[config.mk]
export PLATFORM = sky130hd
export DESIGN_NAME = spi_master_flat
export DESIGN_NICKNAME = d
export VERILOG_FILES = /design/src/rtl/spi_master_if.sv /design/src/rtl/spi_master.sv /design/src/flat_wrapper.sv
export SDC_FILE = /design/constraint.sdc
export NUM_CORES = 1
export LEC_CHECK = 0
export CELL_PAD_IN_SITES_DETAIL_PLACEMENT = 2
export CELL_PAD_IN_SITES_GLOBAL_PLACEMENT = 2
export CORE_AREA = 10 10 83 85
export DETAILED_ROUTE_END_ITERATION = 8
export DIE_AREA = 0 0 93 95
export PLACE_DENSITY_LB_ADDON = 0.1
export SYNTH_ARGS = -nofsm -noshare
export SYNTH_HDL_FRONTEND = slang
export SYNTH_SLANG_ARGS = --single-unit
[constraint.sdc]
create_clock -name clk -period 3.1 [get_ports clk]
set_input_delay 0.465 -clock clk [delete_from_list [all_inputs] [get_ports clk]]
set_output_delay 0.465 -clock clk [all_outputs]
set_load 0.01 [all_outputs]
[src/rtl/spi_master_if.sv]
// Host-side handshake bundle for spi_master.
// The "master" modport is the host view. The "slave" modport is the spi_master view.
interface spi_master_if;
    logic       start;
    logic [9:0] tx_word;
    logic       busy;
    logic       done;
    logic [7:0] rd_data;
    logic       rd_valid;

    modport master (
        output start,
        output tx_word,
        input  busy,
        input  done,
        input  rd_data,
        input  rd_valid
    );

    modport slave (
        input  start,
        input  tx_word,
        output busy,
        output done,
        output rd_data,
        output rd_valid
    );
endinterface

[src/rtl/spi_master.sv]
// SPI initiator: sends a command bit plus a 10-bit frame MSB-first on MOSI.
// Read-data frames (opcode 2'b11) keep SS_n low, wait RD_LAT edges and then
// capture an 8-bit MISO reply. All outputs are registered.
module spi_master #(
    parameter int unsigned RD_LAT = 4
) (
    input  logic         clk,
    input  logic         rst_n,
    spi_master_if.slave  host,
    output logic         SS_n,
    output logic         MOSI,
    input  logic         MISO
);

    typedef enum logic [2:0] {
        IDLE,
        SEL,
        CMD,
        SHIFT,
        WAIT,
        CAPTURE,
        FINISH
    } state_t;

    // WAIT spends RD_LAT-1 edges, so it exits when the counter reaches RD_LAT-2.
    localparam logic [3:0] WAIT_LAST = 4'((RD_LAT > 1) ? (RD_LAT - 2) : 0);

    state_t     state;
    logic [9:0] shift_reg;
    logic [7:0] cap_reg;
    logic [3:0] cnt;
    logic       is_rd;

    // Frame sequencer. It shares one counter for the shift, wait and capture phases.
    always_ff @(posedge clk or negedge rst_n) begin
        if (!rst_n) begin
            state         <= IDLE;
            shift_reg     <= '0;
            cap_reg       <= '0;
            cnt           <= '0;
            is_rd         <= 1'b0;
            SS_n          <= 1'b1;
            MOSI          <= 1'b0;
            host.busy     <= 1'b0;
            host.done     <= 1'b0;
            host.rd_valid <= 1'b0;
            host.rd_data  <= '0;
        end else begin
            case (state)
                IDLE: begin
                    host.done     <= 1'b0;
                    host.rd_valid <= 1'b0;
                    if (host.start) begin
                        shift_reg <= host.tx_word;
                        is_rd     <= (host.tx_word[9:8] == 2'b11);
                        cnt       <= '0;
                        SS_n      <= 1'b0;
                        host.busy <= 1'b1;
                        MOSI      <= host.tx_word[9];
                        state     <= SEL;
                    end
                end

                SEL: begin
                    // Slave leaves idle during this cycle; the command bit stays on MOSI.
                    state <= CMD;
                end

                CMD: begin
                    MOSI  <= shift_reg[9];
                    cnt   <= '0;
                    state <= SHIFT;
                end

                SHIFT: begin
                    cnt <= cnt + 4'd1;
                    if (cnt == 4'd9) begin
                        // The tenth SHIFT edge is the slave's last MOSI sample.
                        MOSI <= 1'b0;
                        if (is_rd) begin
                            cnt   <= '0;
                            state <= (RD_LAT == 1) ? CAPTURE : WAIT;
                        end else begin
                            SS_n      <= 1'b1;
                            host.done <= 1'b1;
                            host.busy <= 1'b0;
                            state     <= FINISH;
                        end
                    end else begin
                        MOSI      <= shift_reg[8];
                        shift_reg <= {shift_reg[8:0], 1'b0};
                    end
                end

                WAIT: begin
                    if (cnt == WAIT_LAST) begin
                        cnt   <= '0;
                        state <= CAPTURE;
                    end else begin
                        cnt <= cnt + 4'd1;
                    end
                end

                CAPTURE: begin
                    cap_reg <= {cap_reg[6:0], MISO};
                    cnt     <= cnt + 4'd1;
                    if (cnt == 4'd7) begin
                        host.rd_data  <= {cap_reg[6:0], MISO};
                        host.rd_valid <= 1'b1;
                        host.done     <= 1'b1;
                        host.busy     <= 1'b0;
                        SS_n          <= 1'b1;
                        state         <= FINISH;
                    end
                end

                FINISH: begin
                    host.done     <= 1'b0;
                    host.rd_valid <= 1'b0;
                    cnt           <= '0;
                    state         <= IDLE;
                end

                default: begin
                    state <= IDLE;
                end
            endcase
        end
    end

endmodule
[src/flat_wrapper.sv]
// flat-port wrapper written by rule: the top's interface ports become plain ports
module spi_master_flat 
#(
    parameter int unsigned RD_LAT = 4
)
  (clk, rst_n, SS_n, MOSI, MISO, host_start, host_tx_word, host_busy, host_done, host_rd_data, host_rd_valid);
  spi_master_if host_i ();
  input  logic clk;
  input  logic rst_n;
  output logic SS_n;
  output logic MOSI;
  input  logic MISO;
  input wire logic [$bits(host_i.start)-1:0] host_start;
  input wire logic [$bits(host_i.tx_word)-1:0] host_tx_word;
  output wire logic [$bits(host_i.busy)-1:0] host_busy;
  output wire logic [$bits(host_i.done)-1:0] host_done;
  output wire logic [$bits(host_i.rd_data)-1:0] host_rd_data;
  output wire logic [$bits(host_i.rd_valid)-1:0] host_rd_valid;
  assign host_i.start = host_start;
  assign host_i.tx_word = host_tx_word;
  assign host_busy = host_i.busy;
  assign host_done = host_i.done;
  assign host_rd_data = host_i.rd_data;
  assign host_rd_valid = host_i.rd_valid;
  spi_master #(.RD_LAT(RD_LAT)) u_core (.clk(clk), .rst_n(rst_n), .host(host_i), .SS_n(SS_n), .MOSI(MOSI), .MISO(MISO));
endmodule
## After elaboration in Yosys (flattened, before gate mapping)

Index checks and enable logic that the tools add are counted.

| storage, ports and cells | value |
|---|---|
| latch bits | 0 |
| register bits | 38 |
| memories | 0 |
| logic and storage cells | 75 |
| ROM bits | 0 |
| RAM bits | 0 |
| input bits | 14 |

| cells by class | value |
|---|---|
| reductions and logical operators | 18 |
| $add $sub $neg | 1 |
| equal/unequal tests | 16 |
| shift operators | 0 |
| multipliers | 0 |
| order comparisons | 0 |
| mux-type cells | 29 |
| div/mod/pow operators | 0 |
| bitwise logic cells | 0 |

Operators with widths:

| cell | count |
|---|---|
| $mux 10 | 2 |
| $pmux 10 s2 | 1 |
| $pmux 4 s5 | 1 |
| $pmux 3 s6 | 1 |
| $mux 4 | 4 |
| $mux 3 | 4 |
| $pmux 1 s3 | 4 |
| $mux 1 | 10 |
| $reduce_and 2->1 | 5 |
| $eq 3x3->1 const B | 3 |
| $reduce_bool 3->1 | 3 |
| $reduce_and 4->1 | 2 |
| $eq 3x2->1 const B | 2 |
| $ne 2x1->1 const B | 3 |
| $ne 2x2->1 const B | 3 |
| $reduce_and 5->1 | 1 |
| $reduce_bool 5->1 | 1 |
| $add 4x1->4 const B | 1 |
| $eq 4x2->1 const B | 1 |
| $eq 4x3->1 const B | 1 |
| $eq 4x4->1 const B | 1 |
| $reduce_bool 2->1 | 2 |
| $reduce_or 2->1 | 2 |
| $eq 3x1->1 const B | 1 |
| other kinds (5) | 5 |

## Logic depth before layout (Yosys ltp)

Gate-level depths: netlist (run 1).

| depth | value |
|---|---|
| word-level depth | 4 |
| mapped depth | 8 |
| depth with buffers taken out | 6 |

## Least setup slack after synthesis (run 1)

No wires, ideal clock.

| path | value |
|---|---|
| path kind | register -> register |
| start point | register u_core.cnt[0] |
| end point | register u_core.shift_reg[1] |
| arrival time | 1348 ps |
| required time | 2974 ps |
| period minus slack after synthesis | 1474 ps |
| setup slack | 1626 ps |
| cell stages (with the launch flop) | 8 |
| path through | dfrtp_1 > ha_1 > and3b_1 > o21ba_2 > buf_6 > buf_6 > nand2_1 > o21ai_0 |

| between the ends | value |
|---|---|
| cells in the longest elaborated chain, start to end | 3 |

Ends and longest elaborated chain:

| item | RTL line | source |
|---|---|---|
| from (decl) | spi_master.sv:31 | `logic [3:0] cnt;` |
| from (signal assigned) | spi_master.sv:76 | `cnt <= cnt + 4'd1;` |
| from (signal assigned) | spi_master.sv:100 | `cnt <= cnt + 4'd1;` |
| from (signal assigned) | spi_master.sv:106 | `cnt <= cnt + 4'd1;` |
| $eq 4x4->1 | spi_master.sv:77 | `if (cnt == 4'd9) begin` |
| $ne 2x2->1 (no source line) | n/a |  |
| $reduce_and 3->1 (no source line) | n/a |  |
| to (signal assigned) | spi_master.sv:54 | `shift_reg <= host.tx_word;` |
| to (signal assigned) | spi_master.sv:91 | `shift_reg <= {shift_reg[8:0], 1'b0};` |
| to (decl) | spi_master.sv:29 | `logic [9:0] shift_reg;` |

No other way between the ends.
A chain may end at the register's enable or synchronous reset.

## Worst setup path after layout (run 1)

| path | value |
|---|---|
| start point | register u_core.state[0] |
| end point | register u_core.MOSI |

| between the ends | value |
|---|---|
| cells in the longest elaborated chain, start to end | 3 |
| elaborated cells between the ends (all ways) | 7 |
| those cells by class | eq/ne (3); mux (1); reduce/logical (3) |

Ends and longest elaborated chain:

| item | RTL line | source |
|---|---|---|
| from (decl) | spi_master.sv:28 | `state_t state;` |
| from (signal assigned) | spi_master.sv:82 | `state <= (RD_LAT == 1) ? CAPTURE : WAIT;` |
| $eq 3x2->1 or $logic_not 3->1 (tied branches) | spi_master.sv:49 | `case (state)` |
| $reduce_bool 3->1 (no source line) or $ne 2x2->1 (tied branches) | n/a |  |
| $reduce_and 2->1 (no source line) | n/a |  |
| to (signal assigned) | spi_master.sv:59 | `MOSI <= host.tx_word[9];` |
| to (signal assigned) | spi_master.sv:70 | `MOSI <= shift_reg[9];` |
| to (signal assigned) | spi_master.sv:90 | `MOSI <= shift_reg[8];` |
| to (decl) | spi_master.sv:11 | `output logic MOSI,` |

Parallel ways exist; a longest one is shown, timed or not.

==> flow_results.org, run 1 <==
** Outcome
- Status :: finished, final reports clean

** Clock tree
- Number of buffers inserted by post-CTS setup repair :: 0
- Longest Clk Path Bufs :: 2
- Clock-pin slew was measured on the worst setup and hold paths at 0.08 ns.
- Cts hold-fix bufs :: 0
- Quantity of gates resized following cts :: 0
- In this run the clock root is driven by a clkbuf_8.
- Counting every sink on the clock net gives 38.
- The number of clock buffers added by TritonCTS is 5.
- Clock latency on the worst-skew pair, taken at its later pin, is 0.28 ns.
- H-tree depth :: 2
- Clock tree from TritonCTS :: yes

** STA
- At the pin with the least slew margin, the transition time is 0.8557 ns.
- The clock period could shrink to approximately 2.0 ns.
- The final-report hold violation count came to 0.
- Final worst-path cycle share :: 0.6399
- For this run, the top clock speed supported by timing is 504.1 MHz.
- Fin Setup TNS :: 0 ns
- Setup violation total in the final timing report :: 0
- Across the routed clock network, the largest skew measured is between 0.003 and 0.004 ns.
- Measured against its own limit, the worst slew margin works out to 0.4295.
- Setup repair after global routing left no endpoint under its margin.
- The final number of max-transition violations was 0.

** Power and ir drop
- Worst IR drop on VDD :: 0.3188 mV
- Static Leakage :: roughly 0.0011 uW
- For this design the ratio of total power to cell area is 887.5 nW/um^2.
- The design draws ~2000 uW.

** Min path
- The path class of the tightest hold or removal check is in -> async.

** Detailed routing
- Remaining number of nets flagged by the antenna check after routing :: 0
- Wire length after detailed routing :: just under 5000 um
- Detailed-route DRC error count :: 0
- After the first detailed-routing iteration, the DRC count stood at 40.
- Number of vias per cell :: 5.133
- Via count :: 1427
- The first detailed-routing pass ran for 4 iterations.
- Mean routed wirelength per cell :: 17.42 um

** Floorplanning
- The initial utilization of the core area, before any placement, comes to 0.3502.
- Measured along the x axis, the die boundary spans 93 um.
- In this run the core area contains 27 standard-cell rows.
- In this run the standard cell core region covers 5338 sq um.
- Die Area :: 8835 sq um
- Boundary pin count :: 27
- Die Y-Extent :: approximately 95 um

** Run
- Max-cap violations in this run came to 0.

** Finish
- Area of combinational cells with multiple inputs :: around 820 sq um
- Once layout is done, the placed cells without fillers occupy ~2300 sq um.
- Of the cells placed in the final design, the portion with a size suffix greater than 1 is 0.1311.
- Diode insertion count for antenna repair :: 0
- In the final design database the tool counted about 220 nets.
- Layout overhead on the synthesized area :: 20.42%
- The register with the most flip-flops in the layout has 10 of them.
- Register area :: 952.2 sq um
- Counting the fill cells in the layout gives 596.

** Placed design
- Routability-driven placement finished with a final weighted congestion of between 0.7 and 0.8.
- The wire-length estimate of the detail-placed layout is 3656 um.
- The placed instances occupy a cell area of 2156 sq um.
- In this run the tool buffered the top-level ports with 26 buffer cells.

** Synth
- Netlist Area Pre-Place :: 1869 sq um
- In this run, distinct cell masters in the synthesized netlist total 41.
- Among all flip-flop cells after synthesis, the most frequent one is dfrtp_1.
- Share of synthesized registers carrying an async set or reset :: 1.000
- Dividing the synthesized area by the synthesized cell count gives slightly above 10 sq um.
- Post-Syn Nets :: 197
- In this run, synthesis inferred 0 flip-flops with an integrated enable.
- Of the synthesized area, sequential elements account for 0.5094.
- Gate count of the mapped netlist :: 180
- For this run, the number of Yosys warnings is 0.
- Count of state elements after synthesis :: 38

** GRT
- Entering global routing, the biggest net connects 39 pins.
- Grt ovf :: 0
- Global-route wire length before repair :: 8114 um
- The number of global-route vias before repair is 1564.
- Antenna violations before repair :: 0
- In the global route stage, overall resource usage came out at 0.1150.

** Worst setup path
- Largest delay share family, worst path :: flip-flops
- Counting both buffers and inverters, the worst setup path holds a total of 1.
- Cells along the critical path :: nand3b_1 -> buf_4 -> nor2_1 -> a221oi_1 -> o31ai_1
- Worst-path maximum fanout :: 17
- The slowest stage of the critical path belongs to the cell dfrtp_1.
- Arrival time at the worst endpoint :: 2.16 ns
- The worst setup path is of the reg -> reg kind.
- Critical path capture point type :: register
- Launching element type of the critical path :: register
- Delay contributed by the slowest stage of the critical path :: 0.72 ns
- At the worst endpoint, the required time is 3.27 ns.
[worst register-to-register path: cells and delay by family, from the launching register on]
kind,cells,cell delay [ns]
AND/OR/NAND/NOR,2,0.48
buffers and inverters,1,0.26
flip-flops,1,0.72
AO/OA/AOI/OAI,2,0.43
[synthesized netlist by cell type (all sizes together), types with 2 or more instances]
cell	count	area share
ha	3	0.020
nand3b	4	0.018
o31ai	2	0.011
o22ai	2	0.0067
buf	9	0.035
nor3	2	0.0054
mux2i	9	0.048
nand2	38	0.076
nand2b	3	0.010
nand3	3	0.0080
a21oi	9	0.024
and3b	2	0.0094
o21ai	14	0.037
inv	8	0.016
mux2	8	0.048
a221oi	2	0.013
o221ai	2	0.0094
nor2	7	0.018
dfrtp	37	0.50
[worst paths after layout]
check | startpoint | end | slack, ns | cells after the start
max | u_core.state[0]$_DFFE_PN0P_ | u_core.MOSI$_DFFE_PN0P_ | 1.12 | 5
min | rst_n | u_core.cap_reg[5]$_DFFE_PN0N_ | 0.28 | 1
max reg2reg | u_core.state[0]$_DFFE_PN0P_ | u_core.MOSI$_DFFE_PN0P_ | 1.12 | 5
min reg2reg | u_core.shift_reg[0]$_DFFE_PN0P_ | u_core.shift_reg[0]$_DFFE_PN0P_ | 0.47 | 2
max in group asynchronous | rst_n | u_core.shift_reg[8]$_DFFE_PN0P_ | 2.27 | 1
min in group clk | u_core.shift_reg[0]$_DFFE_PN0P_ | u_core.shift_reg[0]$_DFFE_PN0P_ | 0.47 | 2
[kinds of logic after synthesis]
group           synth area share
simple gates              0.1740
fa+ha+maj                0.02008
mux                      0.09639
buf+inv                  0.05154
flops                     0.5094
compound gates            0.1486
[through the flow]
step / hold slack, ns / utilization / cells / worst slack, ns
global route: 0.3458 / 0.4217 / 278 / 0.9555
finish: 0.2847 / 0.4217 / 278 / 1.116
detailed placement: 0.4618 / 0.4039 / 270 / 1.004
floorplan: 0.1694 / - / 180 / 1.626
global placement: 0.4621 / 0.4039 / 270 / 1.135
CTS: 0.3173 / 0.4217 / 278 / 1.097
[layer usage]
metal / GRT usage / up-vias / wire length [um]
met4: 0.03470 / 0 / 19
met5: 0 / - / 0
li1: - / 672 / -
met3: 0.02855 / 2 / 145
met2: 0.2015 / 19 / 2570
met1: 0.1358 / 734 / 2106
[cells in the final DEF (no fill, tap or decap), types with 2 or more instances in the layout]
cell type,n
nor2_1,6
clkdlybuf4s50_1,25
nand2_1,38
ha_1,3
o221ai_1,2
and3b_1,2
nand3b_1,3
nor3_1,2
mux2_2,8
clkbuf_8,6
inv_1,8
nand3_1,3
nand2b_1,3
o21ai_0,14
a21oi_1,9
mux2i_1,9
o22ai_1,2
dfrtp_1,37
[layout make-up]
| class | count | share of cell area |
|---|---|---|
| Clock buffer | 6 | 0.03669 |
| Clock inverter | 2 | 0.005559 |
| Inverter | 8 | 0.01334 |
| Multi-Input combinational cell | 125 | 0.3646 |
| Sequential cell | 38 | 0.4230 |
| Tap cell | 72 | 0.04002 |
| Timing Repair Buffer | 27 | 0.1167 |
[power by group]
group / leakage (uW) / internal [uW] / switching, uW
Clock: 0.0000472 / 179 / 177
Sequential: 0.000492 / 668 / 197
Combinational: 0.000521 / 343 / 434
Total: 0.00106 / 1190 / 808
No activity file was read; power rests on OpenSTA's default activity.
==> run 2: changes to the inputs <==
--- a/config.mk
+++ b/config.mk
@@ -7,9 +7,9 @@
 export LEC_CHECK = 0
 export CELL_PAD_IN_SITES_DETAIL_PLACEMENT = 2
 export CELL_PAD_IN_SITES_GLOBAL_PLACEMENT = 2
-export CORE_AREA = 10 10 83 85
+export CORE_AREA = 10 10 86 88
 export DETAILED_ROUTE_END_ITERATION = 8
-export DIE_AREA = 0 0 93 95
+export DIE_AREA = 0 0 96 98
 export PLACE_DENSITY_LB_ADDON = 0.1
 export SYNTH_ARGS = -nofsm -noshare
 export SYNTH_HDL_FRONTEND = slang
==> constraint.sdc (replaced) <==
create_clock -name clk -period 1.9 [get_ports clk]
set_input_delay 0.285 -clock clk [delete_from_list [all_inputs] [get_ports clk]]
set_output_delay 0.285 -clock clk [all_outputs]
set_load 0.01 [all_outputs]
==> run 2 against run 1 <==
Against the previous run:
- die area is 6.5% higher
- hold slack worse by 0.25 ns
- register-to-register slack got worse by 0.95 ns
- via count is 3.6% higher
- final cell count rose by 4.3%
- clock-buffer cell count decreased by 1
==> flow_results.org, run 2 (synthesis gave the netlist of run 1 again) <==
** STA
- Count of pins over their slew limit :: 0
- For the pin with the worst max-slew slack, the measured transition is 0.4822 ns.
- Worst rel slew slack :: 0.6785
- Setup violation total in the final timing report :: 0
- Dividing the final minimum period by the clock period gives 0.9117.
- Setup repair after global routing left no endpoint under its margin.
- Upper clock frequency limit :: 577.3 MHz
- Largest clock skew in the final design :: 0.001461 ns
- The tightest hold path in the finished design has a slack of 0.03689 ns.
- Counting I/O delays and the setup requirement, the final critical path takes 1.732 ns.
- Final hold violation count :: 0
- Summed over all failing endpoints, the final setup total negative slack is 0 ns.

** Power and ir drop
- Cell internal power was estimated by the tool at ~2300 uW.
- Worst IR drop on VDD :: 0.5428 mV
- Of the total power, the share spent switching nets is 0.3754.
- Cell Pwr Density :: about 1500 nW/um^2
- The share of total power dissipated in the clock network is 0.232.
- The analysis attributes to cell leakage a power of 0.001124 uW.
- Comb pwr share :: 0.389
- Net switching component of the power :: 1352 uW
- The share of total power dissipated in sequential elements is 0.380.

** GRT
- Pin count of the biggest net entering global routing :: 39
- Global-route wire length before repair :: 8266 um
- Antenna violations before repair :: 0
- Summed over all layers, the global routing overflow is 0.
- The number of global-route vias before repair was 1655.
- For this run, the total global-route usage over all layers was measured as 0.1096.

** Detailed routing
- For this block, the initial DRC count from the detailed router was 39.
- Mean routed wirelength per cell :: 16.95 um
- Detailed-route DRC error count :: 0
- The pre-antenna-repair detailed-routing pass consisted of 4 iterations.
- Number of vias per cell :: 5.097
- Via count :: roughly 1500
- Remaining number of nets flagged by the antenna check after routing :: 0
- Wire length after detailed routing :: 4915 um

** Clock tree
- Cell at the root of the clock tree :: clkbuf_8
- TritonCTS built the clock tree.
- The tree built by TritonCTS fans out to 38 sinks.
- For the worst-skew pair, the clock arrives at the later sink with an insertion delay of 0.29 ns.
- Total clock buffers created by CTS :: 5
- Clock slew seen by the registers of the worst setup and hold paths :: 0.08 ns
- The longest clock path from root to sink contains 2 buffers.
- The number of hold buffers added after CTS was 0.
- H-tree depth :: 2

** Finish
- The multi-input combinational cells in the finished layout cover a total of 820.8 sq um.
- The sequential cells in the finished layout cover a total of 952.2 sq um.
- FILL cells :: about 630
- The register with the most flip-flops in the layout has 10 of them.
- In the final layout, the share of cells above drive strength 1 is 0.1674.
- Layout overhead on the synthesized area :: 26.51%
- The repair_antennas step left the layout with diodes totalling 0.
- Most common cell after layout, fill and taps aside :: nand2_1
- Non-filler instance count after layout :: 290
- Most used cells in the layout excluding fill and tap cells :: 38 x nand2_1, 37 x dfrtp_1, 25 x clkdlybuf4s50_1
- Layout Nets :: 231
- Final core utilization :: 0.4116

** Placed design
- Total placed cells including tap cells :: 280
- Count of input and output buffers :: 26
- The wire-length estimate of the detail-placed layout is 3688 um.
- Routability-driven placement finished with a final weighted congestion of 0.8307.

** Worst setup path
- Arrival time at the worst endpoint :: ~1.9 ns
- The worst setup path is launched from a register.
- The worst register-to-register path has a setup slack of 0.17 ns.
- In this run the critical register-to-register path is captured at u_core.host.rd_data[1]$_DFFE_PN0P_.
- Reg2reg path depth :: 4
- Data on the critical path is required at its endpoint by around 2.1 ns.
- Startpoint of the worst-slack reg-to-reg timing path :: u_core.cnt[0]$_DFFE_PN0P_
- Critical setup path kind :: reg -> reg
- Critical path capture point type :: register
- Along the worst path, the maximum fanout reaches 9.

** Floorplanning
- Die Y-Extent :: ~98 um
- Die Area :: 9408 sq um
- The core region is around 5700 sq um.
- From left edge to right edge, the die measures 96 um.
- Site row count :: 28
- Pin placement for this block handled 27 I/O pins.
- The initial utilization of the core area, before any placement, comes to 0.3253.

** Min path
- Worst hold path class :: in -> async

** Outcome
- Status :: finished, final reports clean

** Run
- Max-cap violations in this run came to 0.
==> run 2: area by class of cell <==
cell class	count	area share
Sequential cell	38	0.4026
Multi-Input combinational cell	125	0.3471
Timing Repair Buffer	36	0.1397
Tap cell	75	0.03968
Clock buffer	5	0.02910
Clock inverter	3	0.02910
Inverter	8	0.01270
==> run 2: power groups by stage <==
stage / logic, uW / registers, uW / clock network (uW)
6_report: 1400 / 1370 / 834
5_1_grt: 1600 / 1420 / 905
4_1_cts: 1400 / 1370 / 866
3_5_place_dp: 1390 / 1380 / 0
3_3_place_gp: 1310 / 1360 / 0
2_1_floorplan: 1060 / 1280 / 0
==> run 2: through the flow <==
stage	setup WS, ns	cell area (sq um)	power (uW)
6_report	0.1677	2365	3602
5_1_grt	0.006704	2365	3924
4_1_cts	0.1346	2350	3643
3_5_place_dp	0.1341	2212	2777
3_3_place_gp	0.1849	2212	2665
2_1_floorplan	0.4257	1869	2339
==> run 2: worst max-delay path: stages (launching register included) <==
cell	delay (ns)
dfrtp_1	0.45
ha_1	0.24
nand3b_1	0.21
nor2_4	0.34
mux2_2	0.39
==> run 2: how the worst max path moves through the flow <==
stage / startpoint / to / cells after the start
after floorplan: u_core.cnt[0]$_DFFE_PN0P_ / u_core.shift_reg[1]$_DFFE_PN0P_ / 7
after global placement: host_start / u_core.cnt[3]$_DFFE_PN0P_ / 5
after detailed placement: host_start / u_core.cnt[3]$_DFFE_PN0P_ / 5
after CTS: u_core.cnt[0]$_DFFE_PN0P_ / u_core.host.rd_data[1]$_DFFE_PN0P_ / 4
after global routing: u_core.state[2]$_DFFE_PN0P_ / u_core.SS_n$_DFFE_PN1P_ / 5
final: u_core.cnt[0]$_DFFE_PN0P_ / u_core.host.rd_data[1]$_DFFE_PN0P_ / 4
==> run 2: per-layer routing <==
| metal | vias up | wire length (um) | global-route usage |
|---|---|---|---|
| met2 | 23 | 2431 | 0.1735 |
| met3 | 6 | 237 | 0.03982 |
| li1 | 695 | - | - |
| met4 | 0 | 55 | 0.03065 |
| met5 | - | 0 | 0 |
| met1 | 754 | 2191 | 0.1354 |
==> run 2: timing repair <==
action / CTS / global route
resized for setup: 0 / 0
buffers inserted: 0 / 2
setup endpoints to repair: 0 / 1
